## config.mk

```make
export PLATFORM = sky130hd
export DESIGN_NAME = d_reg_universal
export DESIGN_NICKNAME = d
export VERILOG_FILES = /design/src/rtl/d_reg_defs.sv /design/src/rtl/d_reg_next_mux.sv /design/src/rtl/d_reg_universal.sv
export SDC_FILE = /design/constraint.sdc
export NUM_CORES = 1
export LEC_CHECK = 0
export ABC_AREA = 1
export ABC_CLOCK_PERIOD_IN_PS = 4100
export BUFFER_PORTS_ARGS = -buffer_cell sky130_fd_sc_hd__buf_2
export CAP_MARGIN = 20
export CORE_ASPECT_RATIO = 1.2
export CORE_MARGIN = 5
export CORE_UTILIZATION = 48
export DETAILED_ROUTE_END_ITERATION = 8
export GPL_TIMING_DRIVEN = 1
export PLACE_DENSITY_LB_ADDON = 0.25
export RECOVER_POWER = 50
export SYNTH_ARGS = -nofsm -noshare
export SYNTH_HDL_FRONTEND = slang
export SYNTH_HIERARCHICAL = 1
export SYNTH_SLANG_ARGS = --single-unit
export TNS_END_PERCENT = 100
```

## constraint.sdc

```tcl
create_clock -name clk_in -period 4.1 [get_ports clk_in]
set_clock_uncertainty 0.1 [all_clocks]
set_input_delay 0.615 -clock clk_in [delete_from_list [all_inputs] [get_ports clk_in]]
set_output_delay 0.615 -clock clk_in [all_outputs]
set_load 0.03 [all_outputs]
```

## src/rtl/d_reg_defs.sv

```systemverilog
`default_nettype none
// ============================================================================
//  Module      : d_reg_defs (package)
//  Description : Shared definitions for the universal data register: the
//                mode field width and the eight operation codes.
//  Revision    : 1.0 - initial release
// ============================================================================
package d_reg_defs;

    localparam int MODE_W = 3;

    typedef enum logic [MODE_W-1:0] {
        MODE_HOLD = 3'd0,
        MODE_LOAD = 3'd1,
        MODE_SHL  = 3'd2,
        MODE_SHR  = 3'd3,
        MODE_ROTL = 3'd4,
        MODE_ROTR = 3'd5,
        MODE_SET  = 3'd6,
        MODE_CLR  = 3'd7
    } mode_e;

endpackage
`default_nettype wire

```

## src/rtl/d_reg_next_mux.sv

```systemverilog
`default_nettype none
// ============================================================================
//  Module      : d_reg_next_mux
//  Description : Combinational next-state function of the universal register.
//                Ports:
//                  q_i          current stored word
//                  mode_i       operation code
//                  en_i         update enable (0 = hold)
//                  d_i          parallel load data
//                  si_i         serial input bit
//                  q_next_o     word to store on the next edge
//                  so_next_o    bit expelled by a shift/rotate
//                  so_update_o  1 when so_next_o should be captured
//  Revision    : 1.0 - initial release
// ============================================================================
module d_reg_next_mux
    import d_reg_defs::*;
#(
    parameter int WIDTH = 8
) (
    input  logic [WIDTH-1:0]  q_i,
    input  logic [MODE_W-1:0] mode_i,
    input  logic              en_i,
    input  logic [WIDTH-1:0]  d_i,
    input  logic              si_i,
    output logic [WIDTH-1:0]  q_next_o,
    output logic              so_next_o,
    output logic              so_update_o
);

    // Shift/rotate results depend on WIDTH; a 1-bit word has no interior
    // slice, so it gets its own degenerate form.
    logic [WIDTH-1:0] shl_d, shr_d, rotl_d, rotr_d;

    generate
        if (WIDTH == 1) begin : g_narrow
            assign shl_d  = si_i;
            assign shr_d  = si_i;
            assign rotl_d = q_i;
            assign rotr_d = q_i;
        end else begin : g_wide
            assign shl_d  = {q_i[WIDTH-2:0], si_i};
            assign shr_d  = {si_i, q_i[WIDTH-1:1]};
            assign rotl_d = {q_i[WIDTH-2:0], q_i[WIDTH-1]};
            assign rotr_d = {q_i[0], q_i[WIDTH-1:1]};
        end
    endgenerate

    always_comb begin
        q_next_o    = q_i;
        so_next_o   = 1'b0;
        so_update_o = 1'b0;
        if (en_i) begin
            case (mode_e'(mode_i))
                MODE_HOLD: q_next_o = q_i;
                MODE_LOAD: q_next_o = d_i;
                MODE_SHL: begin
                    q_next_o    = shl_d;
                    so_next_o   = q_i[WIDTH-1];
                    so_update_o = 1'b1;
                end
                MODE_SHR: begin
                    q_next_o    = shr_d;
                    so_next_o   = q_i[0];
                    so_update_o = 1'b1;
                end
                MODE_ROTL: begin
                    q_next_o    = rotl_d;
                    so_next_o   = q_i[WIDTH-1];
                    so_update_o = 1'b1;
                end
                MODE_ROTR: begin
                    q_next_o    = rotr_d;
                    so_next_o   = q_i[0];
                    so_update_o = 1'b1;
                end
                MODE_SET:  q_next_o = {WIDTH{1'b1}};
                MODE_CLR:  q_next_o = {WIDTH{1'b0}};
                default:   q_next_o = q_i;
            endcase
        end
    end

endmodule
`default_nettype wire

```

## src/rtl/d_reg_universal.sv

```systemverilog
`default_nettype none
// ============================================================================
//  Module      : d_reg_universal
//  Description : Clocked universal data register (hold/load/shift/rotate/
//                set/clear) with shift-out bit and change pulse.
//                Ports:
//                  clk_in       clock, rising edge
//                  reset_in     synchronous active-high reset
//                  en_in        update enable
//                  mode_in      operation code
//                  d_in         parallel load data
//                  si_in        serial input bit
//                  q_out        stored word
//                  so_out       bit expelled by the most recent shift
//                  changed_out  q_out changed on the previous edge
//  Revision    : 1.0 - initial release
// ============================================================================
module d_reg_universal
    import d_reg_defs::*;
#(
    parameter int               WIDTH       = 8,
    parameter logic [WIDTH-1:0] RESET_VALUE = {WIDTH{1'b0}}
) (
    input  logic              clk_in,
    input  logic              reset_in,
    input  logic              en_in,
    input  logic [MODE_W-1:0] mode_in,
    input  logic [WIDTH-1:0]  d_in,
    input  logic              si_in,
    output logic [WIDTH-1:0]  q_out,
    output logic              so_out,
    output logic              changed_out
);

    logic [WIDTH-1:0] q_q;
    logic             so_q;
    logic             changed_q;

    logic [WIDTH-1:0] q_d;
    logic             so_d;
    logic             so_upd;

    d_reg_next_mux #(
        .WIDTH (WIDTH)
    ) u_next (
        .q_i         (q_q),
        .mode_i      (mode_in),
        .en_i        (en_in),
        .d_i         (d_in),
        .si_i        (si_in),
        .q_next_o    (q_d),
        .so_next_o   (so_d),
        .so_update_o (so_upd)
    );

    always_ff @(posedge clk_in) begin
        if (reset_in) begin
            q_q       <= RESET_VALUE;
            so_q      <= 1'b0;
            changed_q <= 1'b0;
        end else begin
            q_q       <= q_d;
            // The change pulse is evaluated every edge; a disabled edge
            // yields q_d == q_q and therefore clears it.
            changed_q <= (q_d != q_q);
            if (so_upd) begin
                so_q <= so_d;
            end
        end
    end

    assign q_out       = q_q;
    assign so_out      = so_q;
    assign changed_out = changed_q;

endmodule
`default_nettype wire

```

# After elaboration in Yosys (flattened, before gate mapping)
# Index checks and enable logic that the tools add are counted.
[word_totals]
input_bits = 15
register_bits = 10
output_inout_bits = 10
[classes]
mux = 6
eq_ne = 8
reduce_logical = 4
[op_table]
columns = ["op", "count"]
rows = [
  ["8-bit case mux with 8 select lines", 1],
  ["3-bit equality test (second input constant)", 4],
  ["8-bit 2-to-1 mux", 1],
  ["8-bit inequality test", 1],
  ["3-bit by 2-bit equality test with 1-bit output (second input constant)", 2],
  ["2-bit OR reduction", 2],
  ["4-bit OR reduction", 1],
  ["3-bit by 1-bit equality test with 1-bit output (second input constant)", 1],
  ["3-bit logical NOT", 1],
  ["1-bit 2-to-1 mux", 3],
  ["1-bit case mux with 2 select lines", 1],
]

# Longest topological paths before layout
# Gate-level depths: netlist of the first run.
[depth]
word_depth = 4
ltp_mapped = 15
ltp_nobuf = 14

# Hierarchy
# The synthesis of the first run kept the hierarchy.
[by_module_without_submodules]
columns = ["module", "instances", "area_each_um2", "cells_each", "seq_area_each_um2"]
rows = [
  ["d_reg_universal", 1, 429.2, 69, 200.2],
  ["d_reg_next_mux", 1, 404.1, 88, 0.0],
]

# Least setup slack after synthesis of the first run
# OpenSTA, ideal clock, no wires.
[synth_timing]
kind = "input port to flip-flop"
start = "input mode_in[1]"
end = "register changed_q (netlist: changed_out)"
cell_stages = 15
arrival_time_ps = 1657
setup_ps = 117
path_buffers = 1
required_ps = 3883
slack_ps = 2226
cell_sequence = "inv_1 > nand2_1 > nand2_2 > buf_6 > nand3_1 > nand2_1 > nor2_1 > nor2_1 > inv_1 > nand2_1 > nand2_1 > nor2_1 > nand2_1 > nor2_1 > nor2_1"
[synth_between]
elab_chain_len = 4
[synth_lines]
columns = ["item", "line", "source"]
rows = [
  ["start: declaration", "d_reg_universal.sv:27", "input logic [MODE_W-1:0] mode_in,"],
  ["3-bit equality test, or another cell as far along", "d_reg_next_mux.sv:54", "case (mode_e'(mode_i))"],
  ["8-bit case mux with 8 select lines *", "d_reg_next_mux.sv:54", ""],
  ["8-bit 2-to-1 mux *", "d_reg_next_mux.sv:53", "if (en_i) begin"],
  ["via q_d[3]", "d_reg_universal.sv:39", "logic [WIDTH-1:0] q_d;"],
  ["8-bit inequality test *", "d_reg_universal.sv:65", "changed_q <= (q_d != q_q);"],
  ["end signal: assignment", "d_reg_universal.sv:65", ""],
  ["end: declaration", "d_reg_universal.sv:37", "logic changed_q;"],
]
# The timed path passes the listed nets; every way through them passes the cells marked *.
# A chain may end at the register's enable or synchronous reset.

# Worst setup path in the final report of the first run
[layout_timing]
start = "input mode_in[0]"
end = "register changed_q (netlist: changed_out)"
# The elaborated chain is that of the path after synthesis.

==> reports/metrics.csv, run 1 <==
metric,value,unit
status,completed,
kind of critical path,in -> reg,
DRT antenna net count,0,
Sw Ratio,38.4,%
CP endpoint,changed_out,
post-CTS setup buffer count,0,
Most Frequent Cell on Critical Path,nor2_1,
largest net degree at the start of global routing,15,
Multi-input gate area,512,sq um
Sequential Power Share,41.1,%
CP Depth,14,
clock power share,22.9,%
# resized after CTS,0,
NetSw,0.107,mW
Slew Limit Fails,0,
vias,969,
crit-path cells,clkbuf_1 -> nand2_1 -> nor2_1 -> nand2_1 -> nand3_1 -> nor2_1 -> nor2_1 -> inv_1 -> nand2_1 -> nand2_1 -> nor2_1 -> nand2_1 -> nor2_1 -> nor2_1,
layout cells sized above 1,14.9,%
Mapped Nets,172,
initial antenna violation count,0,
worst-skew pair later-pin latency,0.26,ns
Total GRT Usage,17.6,%
Hold WC Path Type,reg -> reg,
period utilization,59.2,%
Routed WL,2.09,mm
"most common cell after layout, fill and taps aside",nand2_1,
CP startpoint,mode_in[0],
Netlist cell types,18,
critical path capture point type,flop,
row count,16,
first-pass GRT wire length,3.62,mm
Peak VDD IR,184,uV
Clock Pin Slew Worst Setup and Hold Paths,0.06,ns
Synth Area per Inst,5.31,sq um
Die X-Extent,48.0,um
Mapped Cells,157,
setup_tns,0,ns
gr ovfl total,0,
CP arrival,2.47,ns
synth-to-layout area growth,14.6,%
Worst Path Max Fanout,14,
cts hold-fix bufs,0,
leakage,0.531,nW
TritonCTS Buffers,3,
crit path buf inv count,2,
vias in the first global route,894,
GP Congestion,0.859,
# diodes,0,
final instance area,955,sq um
internal power,0.171,mW
RSZ-0062 raised after global routing,no,
"Hold Vio Cnt, Final",0,
Synth Register Bits,10,
CP max stage delay,0.46,ns
Synth Cell Area,833,sq um
final non-filler cell total,199,
post-layout min period,2.43,ns
Ports,25,
core area,1640,sq um
Detailed Route Iter0 Violations,19,
dpl cells,196,
Clock Path Buffers,2,
htree depth,1,
Via density,4.87,
worst reg-to-reg path cell count,13,
Post-DP HPWL,1.62,mm
CTS tree,yes,
Initial Util,50.8,%
IO Port Bufs,24,
FMAX,412,MHz
DR pass1 iterations,4,
Layout Nets,198,
PwrDens,291,nW/um^2
CP max-delay cell,clkbuf_1,
fin util,58.2,%
Comb power frac,36.0,%
Worst Max-Slew Pin Slew,0.612,ns
WL/cell,10.5,um
HP Start,so_out,
# Max-Cap Violations,0,
worst path required time,4.14,ns
R2R Path End,changed_out,
final setup fails,0,
"commonest non-fill, non-tap cells in the layout","54 x nand2_1, 42 x nor2_1, 20 x inv_1, 18 x buf_2, 16 x nand3_1",
CP Launch Type,primary input,
number of fill cells in the layout,195,
clock sink count,10,
FF/Latch Area,200,sq um
reg2reg setup slack,2.54,ns
DIE HEIGHT,55.6,um
total die area,2670,sq um
Reg-to-Reg Start,q_out[0],
"Seq/Total Area, Yosys",24.0,%
setup ws final,1.67,ns
clock root cell,clkbuf_4,
Area after DPL,952,sq um
relative slew slack,59.2,%
Syn. warnings,6,
CP top delay family,simple AND/OR/NAND/NOR gates,
# DRC,0,
pre-CTS setup slack,1.90,ns
## power groups by stage
stage          combinational [mW]  sequential (mW)  clock, mW
2_1_floorplan              0.0630            0.128          0
3_3_place_gp               0.0998            0.116          0
3_5_place_dp                0.102            0.116          0
4_1_cts                     0.102            0.114     0.0683
5_1_grt                     0.114            0.116     0.0730
6_report                    0.100            0.114     0.0636
## sequential cells by signal (all words and copies together), names as in the netlist
register and cells:
q_out 8, so_out 1, changed_out 1
## cells in the mapped netlist
cell	count	share of area [%]
a21oi_1	2	1.2
inv_2	1	0.45
buf_4	1	0.90
inv_1	20	9.0
buf_2	1	0.60
dfxtp_1	10	24
inv_4	1	0.75
buf_6	1	1.4
nor2_1	41	18
nand3_1	15	9.0
o21a_2	1	1.1
nor2_4	1	1.4
nand2_4	1	1.4
nand4_1	3	2.3
nand2_1	54	24
mux2i_1	1	1.2
nand3_2	1	1.2
nand2_2	2	1.5
## worst reg2reg max path: cells and delay by family, from the launching register on
family	cells	cell delay, ns
and+or+nand+nor	12	0.88
DFF	1	0.41
buffers and inverters	1	0.07
## per-stage QoR
step | hold WS [ns] | power [mW]
floorplan | 0.534 | 0.191
global placement | 0.368 | 0.216
detailed placement | 0.397 | 0.218
CTS | 0.412 | 0.285
global route | 0.464 | 0.303
finish | 0.417 | 0.278
## per-layer routing
metal | vias up | global-route usage [%] | routed length [um]
met1 | 416 | 22.0 | 965
met4 | 0 | 7.31 | 12
met3 | 2 | 1.94 | 127
met2 | 23 | 28.9 | 989
met5 | - | 0 | 0
li1 | 528 | - | -
## cell families after synthesis
family | Yosys count | synth area share (%)
multiplexers | 1 | 1.20
flip-flops | 10 | 24.0
AND/OR/NAND/NOR | 118 | 59.5
AO/OA/AOI/OAI | 3 | 2.25
buffers and inverters | 25 | 13.1
## area by class of cell
cell class                      count  share of cell area (%)
Inverter                           22                    8.91
Sequential cell                    10                    21.0
Timing Repair Buffer               24                    11.8
Multi-Input combinational cell    122                    53.6
Clock buffer                        3                    2.36
Tap cell                           18                    2.36
## how the worst min path moves through the flow
stage / endpoint / slack [ns] / cells after the start
after floorplan: so_out / 0.53 / 2
after global placement: so_out / 0.37 / 2
after detailed placement: so_out / 0.40 / 2
after CTS: so_out / 0.41 / 2
after global routing: so_out / 0.46 / 2
final: so_out / 0.42 / 2
Note: power is estimated with default switching activity, not from simulation.
==> run 2: changes to the inputs <==
- ABC_CLOCK_PERIOD_IN_PS: 4100 -> 2250
- clock period: 4.1 -> 2.25 ns (I/O delays scaled with it)
==> reports/metrics.csv, run 2 (synthesis results as in run 1) <==
metric,value,unit
initial antenna violation count,0,
Clock Path Buffers,2,
row count,16,
"Hold Vio Cnt, Final",0,
total die area,2670,sq um
relative slew slack,75.7,%
"commonest non-fill, non-tap cells in the layout","55 x nand2_1, 41 x nor2_1, 21 x inv_1, 19 x buf_2, 16 x nand3_1",
htree depth,1,
WL/cell,10.5,um
final non-filler cell total,199,
core area,1640,sq um
DRT antenna net count,0,
Worst Hold Path EP,q_out[7],
Die X-Extent,48.0,um
Via density,4.93,
period utilization,80.6,%
met2 usage in global routing,28.2,%
"most common cell after layout, fill and taps aside",nand2_1,
Post-DP HPWL,1.59,mm
Worst Path Max Fanout,8,
Peak VDD IR,322,uV
# Max-Cap Violations,0,
R2R Path End,changed_out,
gr busiest metal,met2,
dpl cells,196,
status,completed,
# resized after CTS,0,
max reg flops,8,
clock power share,23.5,%
Worst Hold Path Cells,2,
reg2reg setup slack,0.70,ns
layout cells sized above 1,14.9,%
DIE HEIGHT,55.6,um
vias,981,
# diodes,0,
IO Port Bufs,24,
GP Congestion,0.859,
worst reg-to-reg path cell count,11,
TritonCTS Buffers,3,
worst path required time,2.30,ns
vias in the first global route,866,
Sw Ratio,38.8,%
Detailed Route Iter0 Violations,21,
Ports,25,
Hold WC Path Type,in -> reg,
Slew Limit Fails,0,
CTS tree,yes,
RSZ-0062 raised after global routing,no,
gr ovfl total,0,
fin util,58.2,%
critical path capture point type,flop,
Worst Max-Slew Pin Slew,0.366,ns
Reg-to-Reg Start,q_out[7],
kind of critical path,in -> reg,
largest net degree at the start of global routing,15,
Total GRT Usage,17.6,%
synth-to-layout area growth,14.7,%
cts hold-fix bufs,0,
worst-skew pair later-pin latency,0.26,ns
setup_tns,0,ns
first-pass GRT wire length,3.53,mm
DR pass1 iterations,4,
NetSw,0.198,mW
Initial Util,50.8,%
GR Util met3,2.91,%
Comb power frac,35.7,%
Routed WL,2.08,mm
PwrDens,533,nW/um^2
post-CTS setup buffer count,0,
post-layout min period,1.81,ns
GR Util met1,22.2,%
HP Start,reset_in,
leakage,0.535,nW
# DRC,0,
CP Launch Type,primary input,
final setup fails,0,
Sequential Power Share,40.9,%
clock sink count,10,
Layout Nets,198,
total power,0.510,mW
FMAX,551,MHz
CP arrival,1.87,ns
Clock Pin Slew Worst Setup and Hold Paths,0.06,ns
clock root cell,clkbuf_4,
internal power,0.312,mW
run 2: changes by cell type in the layout (fill, tap and decap cells not counted), sizes merged:
cell and change:
buf +1, clkbuf -1
run 2: per-stage QoR:
| step | instance area, sq um | hold slack, ns | setup slack, ns |
|---|---|---|---|
| floorplan | 833 | 0.496 | 0.635 |
| global placement | 952 | 0.368 | 0.379 |
| detailed placement | 952 | 0.394 | 0.322 |
| CTS | 975 | 0.266 | 0.590 |
| global route | 956 | 0.294 | 0.228 |
| finish | 956 | 0.270 | 0.437 |
run 2: worst max-delay path, cell delays in order:
cell	delay [ns]
clkbuf_1	0.22
inv_1	0.14
nand2_1	0.11
nand3_1	0.11
nand2_1	0.23
nand2_1	0.08
nor2_1	0.15
nor2_1	0.08
nand2_1	0.07
nand2_1	0.05
nor2_1	0.09
nand2_1	0.05
nor2_1	0.09
nor2_1	0.04
run 2: worst max-delay path by stage:
stage / start / endpoint / slack [ns]
floorplan: q_out[0] / changed_out / 0.64
global placement: mode_in[1] / changed_out / 0.38
detailed placement: mode_in[0] / changed_out / 0.32
CTS: mode_in[0] / changed_out / 0.59
global route: mode_in[2] / changed_out / 0.23
finish: mode_in[2] / changed_out / 0.44
run 2: power by group through the flow:
stage,Combinational (mW),Sequential [mW],Clock [mW]
after floorplan,0.115,0.233,0
after CTS,0.187,0.209,0.127
final,0.182,0.208,0.120
after global routing,0.208,0.212,0.133
after global placement,0.182,0.212,0
after detailed placement,0.186,0.212,0
run 2: final cells by class:
cell class | instances | area, sq um
well taps | 18 | 22.5
fillers | 176 | 686
multi-input cells | 122 | 512
repair buffers | 24 | 114
clock buffers | 3 | 22.5
flip-flops and latches | 10 | 200
inverters | 22 | 85.1
run 2: routing by layer:
layer / up-vias / wire (um)
li1: 526 / -
met4: 0 / 41
met3: 5 / 147
met2: 35 / 1000
met1: 415 / 891
met5: - / 0
==> run 3: changes to the inputs <==
- ABC_CLOCK_PERIOD_IN_PS: 2250 -> 1500
- CORE_UTILIZATION: 48 -> 45
- clock period: 2.25 -> 1.5 ns (I/O delays scaled with it)
==> reports/metrics.csv, run 3 (synthesis results as in run 1) <==
metric,value,unit
post-layout min period,1.51,ns
reg2reg setup slack,0.03,ns
CP Launch Type,primary input,
# Max-Cap Violations,0,
CP arrival,1.57,ns
PwrDens,775,nW/um^2
kind of critical path,in -> reg,
Peak VDD IR,645,uV
setup ws final,-0.0120,ns
Post-DP HPWL,1.77,mm
Worst Hold Path EP,q_out[6],
final instance area,1190,sq um
pre-CTS setup slack,-0.246,ns
Hold WC Path Type,in -> reg,
htree depth,1,
Sequential Power Share,33.6,%
DIE HEIGHT,57.1,um
Die X-Extent,49.3,um
# DRC,0,
TritonCTS Buffers,3,
initial antenna violation count,0,
Initial Util,46.1,%
# diodes,0,
max reg flops,8,
number of fill cells in the layout,171,
DRT antenna net count,0,
CTS tree,yes,
Layout Nets,221,
Routed WL,2.34,mm
clock root cell,clkbuf_4,
Reg-to-Reg Start,q_out[2],
RSZ-0062 raised after global routing,yes,
leakage,0.655,nW
DR pass1 iterations,4,
R2R Path End,changed_out,
Worst Max-Slew Pin Slew,0.381,ns
critical path capture point type,flop,
status,"finished, violations left",
vias in the first global route,966,
Via density,4.77,
period utilization,101,%
FMAX,661,MHz
Area after DPL,1120,sq um
internal power,0.591,mW
core area,1810,sq um
row count,17,
synth-to-layout area growth,43.1,%
worst reg-to-reg path cell count,11,
cts hold-fix bufs,0,
Total GRT Usage,16.8,%
NetSw,0.333,mW
gr ovfl total,0,
Ports,25,
total die area,2820,sq um
worst path required time,1.56,ns
vias,1069,
"most common cell after layout, fill and taps aside",nand2_1,
GP Congestion,0.829,
Worst Hold Path Cells,2,
relative slew slack,74.7,%
clock power share,26.5,%
Worst Path Max Fanout,8,
Detailed Route Iter0 Violations,53,
HP Start,reset_in,
clock sink count,10,
Clock Pin Slew Worst Setup and Hold Paths,0.07,ns
Slew Limit Fails,0,
IO Port Bufs,24,
largest net degree at the start of global routing,14,
"commonest non-fill, non-tap cells in the layout","51 x nand2_1, 40 x nor2_1, 21 x buf_4, 19 x inv_1, 17 x buf_2",
Comb power frac,40.0,%
worst-skew pair later-pin latency,0.27,ns
layout cells sized above 1,30.7,%
failing checks,negative setup slack,
first-pass GRT wire length,3.90,mm
"Hold Vio Cnt, Final",0,
Clock Path Buffers,2,
WL/cell,10.4,um
final setup fails,1,
Sw Ratio,36.0,%
run 3: repair_timing:
action / 4_1_cts / 5_1_grt
gates resized for setup: 0 / 10
buffers inserted: 0 / 2
endpoints found under the setup margin: 0 / 1
run 3: final cells by class:
cell class / count / area [sq um] / area share (%)
sequential: 10 / 213 / 17.8
timing repair buffer: 46 / 289 / 24.2
tap: 19 / 23.8 / 1.99
multi-input combinational: 123 / 546 / 45.8
inverter: 22 / 85.1 / 7.14
clock buffer: 4 / 36.3 / 3.04
run 3: power groups by stage:
stage,logic [mW],clock network [mW],registers (mW)
after global placement,0.342,0,0.315
after floorplan,0.172,0,0.352
after detailed placement,0.348,0,0.315
after global routing,0.413,0.266,0.314
after CTS,0.350,0.251,0.309
final,0.369,0.245,0.310
run 3: through the flow:
stage / total power, mW / std cells / utilization, % / setup TNS (ns) / hold WS (ns)
3_5_place_dp: 0.664 / 217 / 62.0 / -0.246 / 0.394
2_1_floorplan: 0.524 / 157 / - / 0 / 0.376
3_3_place_gp: 0.658 / 217 / 62.0 / -0.181 / 0.368
5_1_grt: 0.993 / 224 / 66.0 / -0.160 / 0.150
6_report: 0.924 / 224 / 66.0 / -0.0120 / 0.150
4_1_cts: 0.911 / 221 / 64.0 / 0 / 0.150
run 3: per-layer routing:
| metal | wire, um | global-route usage (%) | up-vias |
|---|---|---|---|
| met4 | 34 | 6.54 | 0 |
| met1 | 1010 | 20.7 | 457 |
| met2 | 1090 | 27.8 | 37 |
| met5 | 0 | 0 | - |
| li1 | - | - | 571 |
| met3 | 197 | 4.18 | 4 |
run 3: how the worst max path moves through the flow:
stage / start / endpoint / slack (ns) / depth (start not counted)
3_5_place_dp: mode_in[1] / changed_out / -0.25 / 15
2_1_floorplan: q_out[4] / changed_out / 0.009 / 11
5_1_grt: mode_in[1] / changed_out / -0.16 / 15
4_1_cts: mode_in[1] / changed_out / 0.04 / 15
3_3_place_gp: mode_in[1] / changed_out / -0.18 / 15
6_report: mode_in[1] / changed_out / -0.01 / 15
run 3: critical path: stages:
cell and delay [ns]:
buf_2 0.12, inv_2 0.08, nand2_2 0.07, nor2_4 0.18
nand2_1 0.09, nand2_1 0.06, nor2_1 0.04, nor2_1 0.15
inv_1 0.07, nand2_1 0.06, nand2_1 0.06, nor2_1 0.13
nand2_1 0.08, nor2_1 0.11, nor2_1 0.04
